===== src/rtl/ycr_aes_arb.sv =====
`default_nettype none
// ============================================================================
// Module   : ycr_aes_arb
// Purpose  : Two-core arbiter and wake sequencer for the shared AES engine.
//            It grants the engine to one core at a time, with round-robin
//            fairness between the two cores. It raises the AES clock-gate
//            request before the first grant. It drops that request only after
//            the engine reports idle and no core is still requesting.
// Ports    : core_clk_int  in   core clock (ungated)
//            rst_n         in   asynchronous active-low reset
//            core_req[1:0] in   per-core level request
//            core_done[1:0]in   per-core one-cycle release pulse
//            core_gnt[1:0] out  one-hot grant (registered)
//            aes_sel       out  owner index for the AES datapath mux (held)
//            aes_req       out  AES clock-gate source request (registered)
//            aes_idle      in   engine idle, synchronous to core_clk_int
//            busy          out  arbiter not in IDLE (registered)
//            arb_timeout   out  one-cycle pulse on forced grant revocation
// Config   : define YCR_AES_ARB_TIMEOUT_EN to enable the grant-hold timeout
//            (TIMEOUT_CYC cycles). When it is undefined, arb_timeout is tied
//            low and a grant is held for as long as the owner keeps it.
// Revision : 1.0 - initial release
// ============================================================================
module ycr_aes_arb #(
    parameter int WAKE_CYC    = 2,     // clock-gate enable latency, 0..15
    parameter int TIMEOUT_CYC = 1024   // grant hold limit, 1..65535
) (
    input  logic       core_clk_int,
    input  logic       rst_n,
    input  logic [1:0] core_req,
    input  logic [1:0] core_done,
    output logic [1:0] core_gnt,
    output logic       aes_sel,
    output logic       aes_req,
    input  logic       aes_idle,
    output logic       busy,
    output logic       arb_timeout
);

    typedef enum logic [1:0] {
        ST_IDLE  = 2'd0,
        ST_WAKE  = 2'd1,
        ST_GRANT = 2'd2,
        ST_DRAIN = 2'd3
    } state_t;

    // WAKE occupies exactly WAKE_CYC register cycles. The counter is loaded
    // with WAKE_CYC-1 and the state leaves WAKE on the cycle where it reads 0.
    localparam logic [3:0] c_WAKE_LOAD = (WAKE_CYC > 0) ? 4'(WAKE_CYC - 1) : 4'd0;
    localparam logic       c_WAKE_SKIP = (WAKE_CYC == 0);

    // Out-of-range parameters leave this marker scope in the elaborated
    // hierarchy. That makes a bad configuration easy to spot in netlists.
    if (WAKE_CYC < 0 || WAKE_CYC > 15 || TIMEOUT_CYC < 1 || TIMEOUT_CYC > 65535)
    begin : g_param_range_error
    end

    state_t      r_state;
    state_t      w_state_nxt;
    logic        r_owner;
    logic        w_owner_nxt;
    logic        r_rr;          // index of the core that wins a tie
    logic        w_rr_nxt;
    logic [3:0]  r_wake_cnt;
    logic [3:0]  w_wake_nxt;
    logic        w_timeout_hit;
    logic        w_timeout_nxt;
    logic        w_req_own;
    logic        w_req_oth;

    logic [1:0]  r_gnt;
    logic        r_aes_sel;
    logic        r_aes_req;
    logic        r_busy;
    logic        r_timeout;

    assign w_req_own = core_req[r_owner];
    assign w_req_oth = core_req[~r_owner];

`ifdef YCR_AES_ARB_TIMEOUT_EN
    localparam logic [15:0] c_TIMEOUT_LAST = 16'(TIMEOUT_CYC - 1);

    logic [15:0] r_hold;

    // Zero outside GRANT, so the count starts at 0 on every GRANT entry.
    // It reaches TIMEOUT_CYC-1 on the last cycle the grant may be held.
    always_ff @(posedge core_clk_int or negedge rst_n) begin
        if (!rst_n) begin
            r_hold <= 16'd0;
        end else if (r_state != ST_GRANT) begin
            r_hold <= 16'd0;
        end else begin
            r_hold <= r_hold + 16'd1;
        end
    end

    assign w_timeout_hit = (r_state == ST_GRANT) && (r_hold == c_TIMEOUT_LAST);
`else
    assign w_timeout_hit = 1'b0;
`endif

    // ------------------------------------------------------------------
    // Next-state logic
    // ------------------------------------------------------------------
    always_comb begin
        w_state_nxt   = r_state;
        w_owner_nxt   = r_owner;
        w_rr_nxt      = r_rr;
        w_wake_nxt    = r_wake_cnt;
        w_timeout_nxt = 1'b0;

        case (r_state)
            ST_IDLE: begin
                if (|core_req) begin
                    w_owner_nxt = core_req[r_rr] ? r_rr : ~r_rr;
                    w_wake_nxt  = c_WAKE_LOAD;
                    w_state_nxt = c_WAKE_SKIP ? ST_GRANT : ST_WAKE;
                end
            end
            ST_WAKE: begin
                // An abandoned request still has to pass through DRAIN. The
                // clock is already being woken and must settle before IDLE.
                if (!w_req_own) begin
                    w_state_nxt = ST_DRAIN;
                end else if (r_wake_cnt == 4'd0) begin
                    w_state_nxt = ST_GRANT;
                end else begin
                    w_wake_nxt = r_wake_cnt - 4'd1;
                end
            end
            ST_GRANT: begin
                // A normal release takes precedence, so the timeout pulse
                // marks only grants that really had to be taken back.
                if (core_done[r_owner] || !w_req_own) begin
                    w_state_nxt = ST_DRAIN;
                end else if (w_timeout_hit) begin
                    w_state_nxt   = ST_DRAIN;
                    w_timeout_nxt = 1'b1;
                end
            end
            ST_DRAIN: begin
                if (aes_idle) begin
                    if (w_req_oth) begin
                        w_owner_nxt = ~r_owner;
                        w_state_nxt = ST_GRANT;
                    end else if (w_req_own) begin
                        w_state_nxt = ST_GRANT;
                    end else begin
                        w_state_nxt = ST_IDLE;
                    end
                end
            end
            default: begin
                w_state_nxt = ST_IDLE;
            end
        endcase

        // On each GRANT entry, give priority to the core that was not just
        // granted.
        if ((w_state_nxt == ST_GRANT) && (r_state != ST_GRANT)) begin
            w_rr_nxt = ~w_owner_nxt;
        end
        if (w_timeout_nxt) begin
            w_rr_nxt = ~r_owner;
        end
    end

    // ------------------------------------------------------------------
    // State and registered outputs
    // ------------------------------------------------------------------
    always_ff @(posedge core_clk_int or negedge rst_n) begin
        if (!rst_n) begin
            r_state    <= ST_IDLE;
            r_owner    <= 1'b0;
            r_rr       <= 1'b0;
            r_wake_cnt <= 4'd0;
            r_gnt      <= 2'b00;
            r_aes_sel  <= 1'b0;
            r_aes_req  <= 1'b0;
            r_busy     <= 1'b0;
            r_timeout  <= 1'b0;
        end else begin
            r_state    <= w_state_nxt;
            r_owner    <= w_owner_nxt;
            r_rr       <= w_rr_nxt;
            r_wake_cnt <= w_wake_nxt;
            r_timeout  <= w_timeout_nxt;
            // Outputs are decoded from the next state. Every change then
            // appears one cycle after the sampled event, and no grant can
            // ever be registered without aes_req.
            r_aes_req  <= (w_state_nxt != ST_IDLE);
            r_busy     <= (w_state_nxt != ST_IDLE);
            if (w_state_nxt == ST_GRANT) begin
                r_gnt     <= w_owner_nxt ? 2'b10 : 2'b01;
                r_aes_sel <= w_owner_nxt;
            end else begin
                r_gnt     <= 2'b00;
            end
        end
    end

    assign core_gnt    = r_gnt;
    assign aes_sel     = r_aes_sel;
    assign aes_req     = r_aes_req;
    assign busy        = r_busy;
    assign arb_timeout = r_timeout;

endmodule
`default_nettype wire


===== config.mk =====
export PLATFORM = sky130hd
export DESIGN_NAME = ycr_aes_arb
export DESIGN_NICKNAME = d
export VERILOG_FILES = /design/src/rtl/ycr_aes_arb.sv
export SDC_FILE = /design/constraint.sdc
export NUM_CORES = 1
export LEC_CHECK = 0
export ABC_AREA = 1
export CORE_MARGIN = 4
export CORE_UTILIZATION = 45
export DETAILED_ROUTE_END_ITERATION = 10
export PLACE_DENSITY = 0.73
export SLEW_MARGIN = 40
export SYNTH_ARGS = -nofsm -noshare
export SYNTH_HDL_FRONTEND = slang
export SYNTH_SLANG_ARGS = --single-unit

===== constraint.sdc =====
create_clock -name core_clk_int -period 2 [get_ports core_clk_int]
set_clock_uncertainty 0.05 [all_clocks]
set_input_delay 0.4 -clock core_clk_int [delete_from_list [all_inputs] [get_ports core_clk_int]]
set_output_delay 0.4 -clock core_clk_int [all_outputs]
set_load 0.1 [all_outputs]

==> key figures <==
Status
  – Status: complete, no violations

Floorplan
  – Row count: 14
  – Die ar.: about 2500 um2
  – IO Pins: 13
  – Core area: 1580 um2
  – Die W: 49.8 um
  – Die height: between 40 and 50 um
  – Starting Density: 49.9%

Layout
  – Layout cells sized above 1: 21.8%
  – Area delta synth->final: 18.6%
  – Number of diodes: 0
  – Final nets: between 100 and 150
  – Final std cells w/o fill: 126
  – Fin area: a little over 900 um2

GRT
  – First-pass GRT wire length: approximately 2.5 mm
  – GRT Util Overall: 13.2%
  – Vias in the first global route: between 500 and 600
  – Pin count of the biggest net entering global routing: 13
  – Total gr overflow: 0
  – Initial antenna violation count: 0

Placed design
  – Placed instance area: 897 um2
  – Detailed Place HPWL: roughly 1.1 mm
  – DP Worst Slack: 0.106 ns
  – Placed cell count: approximately 120
  – Routability Congestion: 0.841
  – # port buffers: 11

Worst setup path
  – R2R Setup Slk: 0.25 ns
  – Reg-to-Reg Start: r_state[0]$_DFF_PN0_
  – Master of the slowest instance on the critical path: dfrtp_1
  – Critical path data required time: about 2.1 ns
  – CP Data Arrival Time: 1.88 ns
  – CP Capture Type: flip-flop
  – Slowest cell delay on critical path: 0.44 ns
  – Worst reg-to-reg path cell count: 7
  – Worst Path Max Fanout: 6
  – Crit Path Class: reg2reg
  – Cell repeated most along the worst path: inv_1
  – Cell Chain, Critical Path: inv_1 > ha_1 > inv_1 > or2_1 > a21oi_4 > a21oi_1 > nor3_1
  – R2r endpoint: r_wake_cnt[2]$_DFFE_PN0P_
  – Startpoint type of the worst setup path: flip-flop

CTS
  – Clk_lat worst skew: 0.27 ns
  – Post_cts resized: 0
  – Maximum buffer depth of the clock tree: 2
  – CTS Buf Count: 3
  – Cts hold-fix bufs: 0
  – Setup bufs post-CTS: 0
  – Clock transition at path regs: 0.08 ns
  – H-tree depth: 1
  – CTS root buffer: clkbuf_4
  – Sink Count: 12
  – CTS tree: yes

Yosys
  – Synthesized area: roughly 790 um2
  – Yosys warning count: 0
  – Yosys top cell area share: a little under two fifths
  – Synth cell types: 25
  – Top cells by area, synth: dfrtp_1 (38%), nand2_1 (11%), ha_1 (9.5%)
  – FF+latch count, synth: 12
  – Post-synthesis sequential area ratio: 38.2%
  – Synth area leader: dfrtp_1
  – Most frequent cell after synthesis: nand2_1
  – Syn_nets: 109
  – Async SR Flop Fraction: 100%
  – Post-Syn Instances: 96
  – Most common library cells after synthesis: nand2_1 (23), dfrtp_1 (12), inv_1 (10)
  – Number of enable flip-flop cells after synthesis: 0
  – Synth Flop Type: dfrtp_1
  – Syn avg cell area: 8.20 um2

Timing
  – Fmax: approximately 570 MHz
  – Count of final setup violators: 0
  – Setup_tns: 0 ns
  – Slew Limit Fails: 0
  – Worst Tran Pin Value: 0.511 ns
  – Slack of the critical path: ~0.25 ns
  – Fin. Hold Viols: 0
  – Final period util: 87.6%
  – Final min period: ~1.8 ns
  – RSZ-0062 raised after global routing: false
  – Slew HR: 65.8%

Routing
  – Final ANT Viol Nets: 0
  – Vias: between 600 and 700
  – First-pass DRT Iterations: 4
  – Drt total wl: ~1.5 mm
  – DRC Markers: 0
  – Vias per cell: 4.90
  – DRT iter0 DRCs: 17
  – Wire per inst: 11.6 um

Worst hold path
  – HP Class: in2async

Job
  – Max-cap viol count: 0
==> state kept, by name, summed over array words and instances (netlist names) <==
name and count:
r_rr 1, aes_sel 1, r_state 2, r_wake_cnt 4
r_owner 1, busy 1, core_gnt 2
==> stage by stage <==
stage	util, %	hold WS (ns)
finish	59.2	0.414
global route	59.2	0.451
CTS	59.2	0.427
detailed placement	56.9	0.428
global placement	56.9	0.423
floorplan	-	0.0544
==> final cells by class <==
class | instances | area (um2)
inverter | 11 | 41.3
clock buffer | 4 | 36.3
tap | 16 | 20.0
sequential | 12 | 300
timing repair buffer | 12 | 105
fill | 152 | 643
multi-input combinational | 71 | 430
==> worst max-delay path by stage <==
| stage | start | end | depth (start not counted) |
|---|---|---|---|
| 3_5_place_dp | core_req[1] | aes_sel$_DFFE_PN0N_ | 10 |
| 4_1_cts | r_state[0]$_DFF_PN0_ | r_wake_cnt[2]$_DFFE_PN0P_ | 7 |
| 3_3_place_gp | core_req[0] | r_wake_cnt[2]$_DFFE_PN0P_ | 6 |
| 6_report | r_state[0]$_DFF_PN0_ | r_wake_cnt[2]$_DFFE_PN0P_ | 7 |
| 5_1_grt | r_state[1]$_DFF_PN0_ | r_wake_cnt[3]$_DFFE_PN0P_ | 7 |
| 2_1_floorplan | busy$_DFF_PN0_ | busy | 1 |
==> critical path: cells and delay by family (launching register included) <==
kind,cells,cell delay (ns)
AO/OA/AOI/OAI,2,0.30
flip-flops,1,0.44
AND/OR/NAND/NOR,2,0.48
buffers and inverters,2,0.23
adder cells (fa/ha/maj),1,0.18
==> layer usage <==
metal / share of wire [%] / track usage (%) / vias up / routed length (um)
met5: 0 / 0 / - / 0
met4: 2.1 / 9.22 / 0 / 31
met3: 3.9 / 1.51 / 4 / 57
met2: 40 / 17.8 / 13 / 580
met1: 54 / 19.2 / 270 / 788
li1: - / - / 331 / -
==> logic make-up (layout without fill, tap and decap cells) <==
| family | after synthesis | after routing | synth area share, % |
|---|---|---|---|
| adders and majority gates | 6 | 6 | 9.54 |
| other | 1 | 1 | 0.476 |
| AOI/OAI and AO/OA | 10 | 10 | 8.74 |
| DFF | 12 | 12 | 38.2 |
| buffers and inverters | 13 | 27 | 7.15 |
| and+or+nand+nor | 54 | 54 | 35.9 |
==> placed cells by master (no fill, tap or decap), drive strengths merged <==
cell type	n
o211ai	1
o22ai	1
ha	6
nor2	7
or2	1
conb	1
buf	6
nand3	8
and3	2
clkbuf	4
clkdlybuf4s50	6
nor3	4
o21ai	3
a21oi	5
nand2	31
inv	11
nand4	1
dfrtp	12
Power is not shown: default switching activity piles up to over one toggle a cycle in this logic, so the estimate is an artifact.
